## src/rtl/sdram_arbit.sv

```systemverilog
// sdram_arbit: SDRAM command arbiter and pin multiplexer.
// Sequences initialisation, then grants one requester at a time with fixed
// priority refresh > write > read, routing the granted module's command,
// bank and address to the SDRAM pins until that module signals its end.
// Optional feature macro: SDRAM_ARBIT_WDOG_EN (grant-duration watchdog).
module sdram_arbit #(
  parameter int WDOG_MAX = 1023
) (
  input  logic        sclk,
  input  logic        s_rst_n,
  // initialisation
  input  logic [3:0]  init_cmd,
  input  logic [12:0] init_addr,
  input  logic        flag_init_end,
  // auto-refresh
  input  logic        ref_req,
  output logic        ref_en,
  input  logic        flag_ref_end,
  input  logic [3:0]  aref_cmd,
  input  logic [12:0] ref_addr,
  // write
  input  logic        wr_req,
  output logic        wr_en,
  input  logic        flag_wr_end,
  input  logic [3:0]  wr_cmd,
  input  logic [1:0]  wr_bank,
  input  logic [12:0] wr_addr,
  // read
  input  logic        rd_req,
  output logic        rd_en,
  input  logic        flag_rd_end,
  input  logic [3:0]  rd_cmd,
  input  logic [1:0]  rd_bank,
  input  logic [12:0] rd_addr,
  // SDRAM pins
  output logic        sdram_cke,
  output logic        sdram_cs_n,
  output logic        sdram_ras_n,
  output logic        sdram_cas_n,
  output logic        sdram_we_n,
  output logic [1:0]  sdram_bank,
  output logic [12:0] sdram_addr,
  output logic        wdog_err
);

  localparam logic [2:0] INIT  = 3'd0;
  localparam logic [2:0] ARBIT = 3'd1;
  localparam logic [2:0] AREF  = 3'd2;
  localparam logic [2:0] WRITE = 3'd3;
  localparam logic [2:0] READ  = 3'd4;

  localparam logic [3:0] CMD_NOP = 4'b0111;

  logic [2:0]  state_r;
  logic [2:0]  next_s;
  logic        ref_en_r;
  logic        wr_en_r;
  logic        rd_en_r;
  logic        wdog_err_r;
  logic        timeout_s;
  logic        grant_end_s;
  logic [3:0]  cmd_s;
  logic [1:0]  bank_s;
  logic [12:0] addr_s;

`ifdef SDRAM_ARBIT_WDOG_EN
  localparam int WDOG_W = ($clog2(WDOG_MAX + 1) > 11) ? $clog2(WDOG_MAX + 1) : 11;
  localparam logic [WDOG_W-1:0] WDOG_LAST = WDOG_W'(WDOG_MAX - 1);

  logic [WDOG_W-1:0] wdog_cnt_r;

  // Watchdog expiry: the current grant has lasted WDOG_MAX cycles and its end flag is still low.
  always_comb begin
    timeout_s = 1'b0;
    if ((state_r == AREF || state_r == WRITE || state_r == READ) &&
        (wdog_cnt_r == WDOG_LAST) && !grant_end_s) begin
      timeout_s = 1'b1;
    end else begin
      timeout_s = 1'b0;
    end
  end

  // Grant-duration counter: counts while a grant state persists, zero on entry and elsewhere.
  always_ff @(posedge sclk or negedge s_rst_n) begin
    if (!s_rst_n) begin
      wdog_cnt_r <= {WDOG_W{1'b0}};
    end else if ((state_r == AREF || state_r == WRITE || state_r == READ) &&
                 (next_s == state_r)) begin
      wdog_cnt_r <= wdog_cnt_r + {{(WDOG_W-1){1'b0}}, 1'b1};
    end else begin
      wdog_cnt_r <= {WDOG_W{1'b0}};
    end
  end
`else
  logic unused_wdog_s;

  assign timeout_s     = 1'b0;
  assign unused_wdog_s = (WDOG_MAX != 32'sd0);
`endif

  // End flag of the module that currently holds the grant; others are ignored.
  always_comb begin
    grant_end_s = 1'b0;
    case (state_r)
      AREF:    grant_end_s = flag_ref_end;
      WRITE:   grant_end_s = flag_wr_end;
      READ:    grant_end_s = flag_rd_end;
      default: grant_end_s = 1'b0;
    endcase
  end

  // Next-state logic: init handshake, fixed-priority arbitration, return on end flag or watchdog.
  always_comb begin
    next_s = state_r;
    case (state_r)
      INIT: begin
        if (flag_init_end) begin
          next_s = ARBIT;
        end else begin
          next_s = INIT;
        end
      end
      ARBIT: begin
        if (ref_req) begin
          next_s = AREF;
        end else if (wr_req) begin
          next_s = WRITE;
        end else if (rd_req) begin
          next_s = READ;
        end else begin
          next_s = ARBIT;
        end
      end
      AREF, WRITE, READ: begin
        if (grant_end_s || timeout_s) begin
          next_s = ARBIT;
        end else begin
          next_s = state_r;
        end
      end
      default: next_s = INIT;
    endcase
  end

  // State register.
  always_ff @(posedge sclk or negedge s_rst_n) begin
    if (!s_rst_n) begin
      state_r <= INIT;
    end else begin
      state_r <= next_s;
    end
  end

  // Grant pulses: high only in the first cycle of the granted state; watchdog abort pulse.
  always_ff @(posedge sclk or negedge s_rst_n) begin
    if (!s_rst_n) begin
      ref_en_r   <= 1'b0;
      wr_en_r    <= 1'b0;
      rd_en_r    <= 1'b0;
      wdog_err_r <= 1'b0;
    end else begin
      ref_en_r   <= (state_r == ARBIT) && (next_s == AREF);
      wr_en_r    <= (state_r == ARBIT) && (next_s == WRITE);
      rd_en_r    <= (state_r == ARBIT) && (next_s == READ);
      wdog_err_r <= timeout_s;
    end
  end

  // Pin multiplexer: selects command, bank and address from the current owner.
  always_comb begin
    cmd_s  = CMD_NOP;
    bank_s = 2'b00;
    addr_s = 13'd0;
    case (state_r)
      INIT: begin
        cmd_s  = init_cmd;
        bank_s = 2'b00;
        addr_s = init_addr;
      end
      ARBIT: begin
        cmd_s  = CMD_NOP;
        bank_s = 2'b00;
        addr_s = 13'd0;
      end
      AREF: begin
        cmd_s  = aref_cmd;
        bank_s = 2'b00;
        addr_s = ref_addr;
      end
      WRITE: begin
        cmd_s  = wr_cmd;
        bank_s = wr_bank;
        addr_s = wr_addr;
      end
      READ: begin
        cmd_s  = rd_cmd;
        bank_s = rd_bank;
        addr_s = rd_addr;
      end
      default: begin
        cmd_s  = CMD_NOP;
        bank_s = 2'b00;
        addr_s = 13'd0;
      end
    endcase
  end

  assign sdram_cke   = 1'b1;
  assign sdram_cs_n  = cmd_s[3];
  assign sdram_ras_n = cmd_s[2];
  assign sdram_cas_n = cmd_s[1];
  assign sdram_we_n  = cmd_s[0];
  assign sdram_bank  = bank_s;
  assign sdram_addr  = addr_s;
  assign ref_en      = ref_en_r;
  assign wr_en       = wr_en_r;
  assign rd_en       = rd_en_r;
  assign wdog_err    = wdog_err_r;

endmodule

```

## config.mk

```make
export PLATFORM = sky130hd
export DESIGN_NAME = sdram_arbit
export DESIGN_NICKNAME = d
export VERILOG_FILES = /design/src/rtl/sdram_arbit.sv
export SDC_FILE = /design/constraint.sdc
export NUM_CORES = 1
export LEC_CHECK = 0
export CORE_ASPECT_RATIO = 0.6
export CORE_MARGIN = 5
export CORE_UTILIZATION = 30
export CTS_BUF_LIST = sky130_fd_sc_hd__clkbuf_4
export DETAILED_ROUTE_END_ITERATION = 10
export PLACE_DENSITY = 0.86
export SYNTH_ARGS = -nofsm -noshare
export SYNTH_HDL_FRONTEND = slang
export SYNTH_SLANG_ARGS = --single-unit
```

## constraint.sdc

```tcl
create_clock -name sclk -period 1.5 [get_ports sclk]
set_input_delay 0.3 -clock sclk [delete_from_list [all_inputs] [get_ports sclk]]
set_output_delay 0.3 -clock sclk [all_outputs]
set_load 0.005 [all_outputs]
```

---- Word level (Yosys, flattened, before mapping) ----
Cells that the tools add are included.
Widths: inputs -> output; s select.
operators by class
  equal/unequal tests ..................... 7
  multiplexer cells ....................... 10
  reductions and logical operators ........ 5
operators with widths
  operator            number
  $pmux 13 s4         1
  $pmux 4 s4          1
  $eq 3x2->1 const B  4
  $mux 3              4
  $pmux 3 s3          1
  $eq 3x3->1 const B  2
  $pmux 2 s2          1
  $eq 3x1->1 const B  1
  $logic_and 1x1->1   3
  $logic_not 3->1     1
  $pmux 1 s3          1
  $reduce_or 3->1     1
  $mux 1              1
word-level totals
  register bits ........................... 6
  word-level logic and storage cells ...... 26

---- Depth between registers and ports, before layout ----
Gate-level depths: netlist of the first run.
  depth in word-level cells ............... 6
  depth in mapped cells ................... 6
  mapped depth without buffers ............ 3

---- Least setup slack after synthesis of the first run ----
OpenSTA, ideal clock, no wires.
  kind .................................... reg-to-output
  from .................................... reg state_r[1]
  to ...................................... out sdram_addr[10]
  arrival time ............................ 1.111 ns
  data required time ...................... 1.200 ns
  slack ................................... 0.089 ns
  stages on the path, launching flop included .. 6
  buffers on the path ..................... 2
  cells stage by stage .................... dfrtp_1 buf_6 and2b_4 buf_6 a22oi_2 o21ai_1
on the way
  cells in the longest elaborated chain, start to end .. 2
  elaborated cells on any way between the ends .. 5
  classes of those cells .................. eq/ne: 3; mux: 1; reduce/logical: 1
RTL lines
  item                                      RTL line  text
  start: declaration                        54        logic [2:0] state_r;
  start signal: assignment                  150       state_r <= next_s;
  $eq 3x3->1, or another cell as far along  174       case (state_r)
  $pmux 13 s4 (*)                           174
  end: declaration                          42        output logic [12:0] sdram_addr,
Mark *: on every way between the ends. The rest lies on a longest branch, timed or not.

---- Worst setup path after layout of the first run ----
  from .................................... reg state_r[1]
  to ...................................... out sdram_addr[2]
The elaborated chain is that of the path after synthesis.

==> flow_summary.json, run 1 <==
{
  "outcome": "complete, but fails checks",
  "violations": "setup timing",
  "first_global_vias": 1369,
  "via_per_inst": 4.81,
  "wirelength_um": 4530,
  "finalCritPeriodShare_pct": 126,
  "fin_ws_ns": -0.388,
  "postCtsHoldBufs": 0,
  "finalSetupTns_ns": -6.30,
  "synth-seq-cells": 6,
  "post-route-drc-count": 0,
  "crit_type": "register to output port",
  "worstPathCellList": "buf_12 > buf_12 > mux2_4 > a22oi_2 > o21ai_1 > buf_2",
  "port_buffers": 102,
  "netlist_instances": 115,
  "syn-num-nets": 196,
  "path_buf_inv": 3,
  "die_w_um": 85.1,
  "start_util_pct": 31.1,
  "start_kind": "register",
  "seq_area_frac_synth_pct": 14.8,
  "insertion_delay_ns": 0.24,
  "cpMostUsedCell": "buf_12",
  "required_ns": 1.20,
  "final_area_um2": 2340,
  "fill_cells": 251,
  "power_density_nw_per_um2": 1210,
  "nNetsFinal": 323,
  "place_congestion": 0.824,
  "num_rows": 16,
  "hold_violations": 0,
  "dr_total_vias": 1372,
  "clock_sinks": 6,
  "grt.overflow.total": 0,
  "final_util_pct": 71.6,
  "first_pass_iters": 4,
  "clock-root-buffer": "clkbuf_4",
  "hold_class": "input port to asynchronous set/reset pin",
  "rsz0062_at_grt": "true",
  "stdcell_count": 285,
  "wl_per_cell_um": 15.9,
  "n_antenna_cell": 0,
  "synth_warnings": 0,
  "syn_to_final_growth_pct": 130,
  "die_y_um": 55.1,
  "crit_slowest_cell": "dfrtp_2",
  "setup_viol_count_final": 21,
  "cp_top_family": "flip-flops",
  "first_iter_violations": 23,
  "period_needed_ns": 1.89,
  "antenna_found_initial": 0,
  "cp-end-kind": "output port",
  "max_cap_violations": 0,
  "cts-buffers-inserted": 3,
  "die_area_um2": 4690,
  "drtAntennaViolNets": 0,
  "finClkSkew_ns": 0.00164,
  "grt_usage_pct": 17.8,
  "core-area_um2": 3260,
  "grt_pass1_wl_um": 6580,
  "arrival_ns": 1.59,
  "cts_tree": "built",
  "ios": 105,
  "h-tree-depth": 1,
  "power.leakage_uw": 0.000992,
  "avgSynthCellArea_um2": 8.83,
  "slew_violations": 0,
  "slowest_delay_ns": 0.44,
  "synth_cell_types": 34,
  "post_dp_cell_area_um2": 2110,
  "clk_pin_slew_worst_paths_ns": 0.04,
  "grt_max_degree": 15,
  "dp_cells": 263,
  "drive_gt1_share_pct": 42.5,
  "hpwl_um": 3370,
  "vdd_drop_max_uv": 673,
  "cp_max_fo": 5,
  "clock.fmax_mhz": 530,
  "cts_buffer_depth": 2,
  "synth_area_um2": 1020
}
==> sequential cells by signal, indices dropped and copies added, names as in the netlist <==
signal   cells
wr_en        1
state_r      3
rd_en        1
ref_en       1
==> where the power goes <==
group / total, uW / internal, uW / leakage (uW) / switching, uW
sequential: 274 / 218 / 0.0000749 / 56.3
clock: 148 / 90.4 / 0.0000138 / 57.2
combinational: 2410 / 1450 / 0.000904 / 967
==> layer usage <==
metal  track usage, %  wire (um)  part of all wire [%]  up-vias
li1                 -          -                     -      676
met1             21.7       1930                    43      638
met2             33.1       2280                    50       58
met3             4.59        316                   7.0        0
met4             2.37          0                     0        0
met5                0          0                     0        -
==> final cells by class <==
class                           instances  area (um^2)  area share (%)
Clock buffer                            3         22.5           0.964
Inverter                                2         7.51           0.321
Multi-Input combinational cell         95          840            35.9
Sequential cell                         6          154            6.58
Tap cell                               45         56.3            2.41
Timing Repair Buffer                  134         1260            53.8
==> cell usage after synthesis, drive strengths merged <==
cell type,number,area (um^2)
a21oi,2,10.0
a22o,2,17.5
a22oi,17,178
a31oi,1,6.26
a32oi,1,8.76
and2b,2,17.5
and3b,1,8.76
buf,12,106
clkbuf,1,3.75
conb,2,7.51
dfrtp,6,150
inv,2,7.50
mux2,14,195
mux2i,7,70.1
nand2,16,60.1
nand2b,1,13.8
nand3,2,10.0
nand4,1,6.26
nor2,2,10.0
nor3,2,10.0
nor3b,1,7.51
nor4b,1,8.76
o21ai,15,75.1
or2,1,6.26
or3,2,12.5
or3b,1,8.76
==> stage by stage <==
| stage | worst slack (ns) | total power, uW | hold WS [ns] |
|---|---|---|---|
| global route | -0.447 | 3020 | 0.304 |
| detailed placement | -0.456 | 2360 | 0.513 |
| global placement | -0.421 | 2330 | 0.507 |
| CTS | -0.398 | 2760 | 0.298 |
| finish | -0.388 | 2830 | 0.298 |
| floorplan | 0.0893 | 1350 | 0.00441 |
==> layout by cell type, fill, tap and decap left out, drive strengths merged, types with 2 or more instances in the layout <==
| cell type | count |
|---|---|
| nor3 | 2 |
| nand3 | 2 |
| conb | 2 |
| dfrtp | 6 |
| buf | 51 |
| mux2 | 14 |
| clkbuf | 3 |
| and2b | 3 |
| o21ai | 15 |
| a21oi | 2 |
| inv | 2 |
| or3 | 2 |
| clkdlybuf4s50 | 83 |
| a22o | 2 |
| a22oi | 17 |
| nand2 | 16 |
| mux2i | 7 |
| nor2 | 2 |
==> logic make-up (layout without fill, tap and decap cells) <==
kind of cell	count (synthesis)	in the layout	share of synthesized area (%)
AO/OA/AOI/OAI	38	38	29.1
buffers and inverters	15	139	11.6
flip-flops	6	6	14.8
multiplexers	21	21	26.1
other	2	2	0.739
AND/OR/NAND/NOR	33	34	17.7
==> final timing paths <==
| path | from | to | slack (ns) | cells past startpoint |
|---|---|---|---|---|
| worst max-delay path | state_r[1]$_DFF_PN0_ | sdram_addr[2] | -0.39 | 6 |
| worst min-delay path | s_rst_n | wr_en$_DFF_PN0_ | 0.30 | 1 |
| min in group sclk | state_r[2]$_DFF_PN0_ | state_r[1]$_DFF_PN0_ | 0.60 | 2 |
| worst min register to register | state_r[2]$_DFF_PN0_ | state_r[1]$_DFF_PN0_ | 0.60 | 2 |
| max in group asynchronous | s_rst_n | state_r[2]$_DFF_PN0_ | 0.97 | 1 |
| worst max register to register | state_r[1]$_DFF_PN0_ | state_r[1]$_DFF_PN0_ | -0.06 | 6 |
==> what timing repair did <==
item,CTS,global route
setup buffers,17,1
gates resized for setup,107,12
pin swaps,14,11
gates cloned,2,0
setup endpoints to repair,19,22
==> worst reg2reg max path: cells and delay by family, from the launching register on <==
| kind | cells | cell delay [ns] |
|---|---|---|
| compound gates | 1 | 0.13 |
| buf+inv | 4 | 0.53 |
| flops | 1 | 0.44 |
| simple gates | 1 | 0.39 |
Power figures use the tool's default switching activity.
==> inputs of run 2 (changes only) <==
- CAP_MARGIN: unset -> 20
==> results of run 2 <==
The final DEF is identical to that of run 1; final timing and power are the same.
==> inputs of run 3 (changes only) <==
- SKIP_CTS_REPAIR_TIMING: unset -> 1
==> run 3 against run 2 <==
Clock skew is 0.0010 ns higher; sequential share of layout area hardly changed; maximum frequency is 1.5% lower; the run still ends with setup timing left; combinational power hardly changed; highest routed layer is now met4; setup slack worse by 0.029 ns; routed wire length is 0.68% higher; utilization is 0.19 points lower; die area stayed put.
==> flow_summary.json, run 3 (synthesis results as in run 1) <==
{
  "via_per_inst": 4.82,
  "h-tree-depth": 1,
  "first_iter_violations": 32,
  "place_congestion": 0.824,
  "grt_max_degree": 17,
  "port_buffers": 102,
  "cts_buffer_depth": 2,
  "crit_start": "state_r[1]$_DFF_PN0_",
  "slowest_delay_ns": 0.44,
  "n_antenna_cell": 0,
  "ios": 105,
  "clk_pin_slew_worst_paths_ns": 0.05,
  "num_rows": 16,
  "finClkSkew_ns": 0.00268,
  "grt.overflow.total": 0,
  "nNetsFinal": 327,
  "dr_total_vias": 1392,
  "post-route-drc-count": 0,
  "clock-root-buffer": "clkbuf_4",
  "crit_type": "register to output port",
  "wirelength_um": 4560,
  "clock.fmax_mhz": 521,
  "power.leakage_uw": 0.00100,
  "worstPathCellList": "buf_12 > buf_4 > mux2_4 > a22oi_2 > o21ai_1 > clkbuf_2",
  "power_density_nw_per_um2": 1200,
  "violations": "setup timing",
  "cts-buffers-inserted": 3,
  "fin_ws_ns": -0.418,
  "clock_sinks": 6,
  "dpl_worst_slack_ns": -0.456,
  "finalCritPeriodShare_pct": 128,
  "max_cap_violations": 0,
  "slew_violations": 0,
  "cts_tree": "built",
  "first_pass_iters": 4,
  "critPathCapture": "sdram_addr[2]",
  "required_ns": 1.20,
  "start_kind": "register",
  "final_cell_mix": "83 x clkdlybuf4s50_1, 24 x buf_4, 16 x a22oi_2, 14 x o21ai_1",
  "cp_max_fo": 5,
  "insertion_delay_ns": 0.24,
  "power_uw": 2810,
  "hold_class": "input port to asynchronous set/reset pin",
  "period_needed_ns": 1.92,
  "rrSetupSlack_ns": 0.05,
  "start_util_pct": 31.1,
  "core-area_um2": 3260,
  "rsz0062_at_grt": "true",
  "drtAntennaViolNets": 0,
  "hpwl_um": 3370,
  "outcome": "complete, but fails checks",
  "crit_slowest_cell": "dfrtp_2",
  "hold_violations": 0,
  "die_y_um": 55.1,
  "cp-end-kind": "output port",
  "rr_endpoint": "state_r[0]$_DFF_PN0_",
  "rr_worst_depth": 5,
  "largest_reg_flops": 3,
  "arrival_ns": 1.62,
  "regMostFlops": "state_r",
  "first_global_vias": 1257,
  "r2r_start": "state_r[1]$_DFF_PN0_",
  "grt_usage_pct": 15.7,
  "die_w_um": 85.1,
  "setup_viol_count_final": 19,
  "die_area_um2": 4690,
  "drive_gt1_share_pct": 42.2,
  "grt_pass1_wl_um": 5800,
  "syn_to_final_growth_pct": 129,
  "wl_per_cell_um": 15.8,
  "antenna_found_initial": 0,
  "final_common_cell": "clkdlybuf4s50_1",
  "vdd_drop_max_uv": 653
}
-- run 3: changes by cell type in the layout (fill, tap and decap cells not counted), sizes merged --
cell / previous run / this run
clkbuf: 3 / 10
buf: 51 / 48
-- run 3: where the power goes --
group	switching, uW	internal, uW
Combinational	961	1430
Sequential	55.0	215
Clock	58.3	90.5
-- run 3: metrics by stage --
stage	util [%]	setup TNS (ns)	instance area [um^2]	hold slack, ns	std cells
floorplan	-	0	1020	0.00441	115
global route	71.4	-7.65	2330	0.309	289
finish	71.4	-6.57	2330	0.294	289
global placement	64.8	-7.30	2110	0.507	263
CTS	65.5	-11.68	2140	0.298	266
detailed placement	64.8	-7.59	2110	0.513	263
-- run 3: layout make-up --
cell class	count	area (um^2)
Timing Repair Buffer	138	1280
Multi-Input combinational cell	95	815
Sequential cell	6	153
Fill cell	248	932
Tap cell	45	56.3
Clock buffer	3	22.5
Inverter	2	7.51
-- run 3: worst max-delay path, delay by kind of cell (launching register included) --
family | cells | cell delay (ns)
buf+inv | 3 | 0.40
compound gates | 2 | 0.24
mux | 1 | 0.29
flops | 1 | 0.44
-- run 3: layer usage --
layer,GRT usage (%),routed length [um],vias up
met2,28.9,2320,57
met5,0,0,-
li1,-,-,685
met1,19.5,1940,648
met3,3.55,287,2
met4,2.89,16,0
-- run 3: worst min path at each step --
stage / startpoint / end / slack (ns)
finish: s_rst_n / wr_en$_DFF_PN0_ / 0.29
global placement: state_r[2]$_DFF_PN0_ / state_r[1]$_DFF_PN0_ / 0.51
CTS: s_rst_n / wr_en$_DFF_PN0_ / 0.30
floorplan: s_rst_n / rd_en$_DFF_PN0_ / 0.004
detailed placement: state_r[2]$_DFF_PN0_ / state_r[1]$_DFF_PN0_ / 0.51
global route: s_rst_n / wr_en$_DFF_PN0_ / 0.31
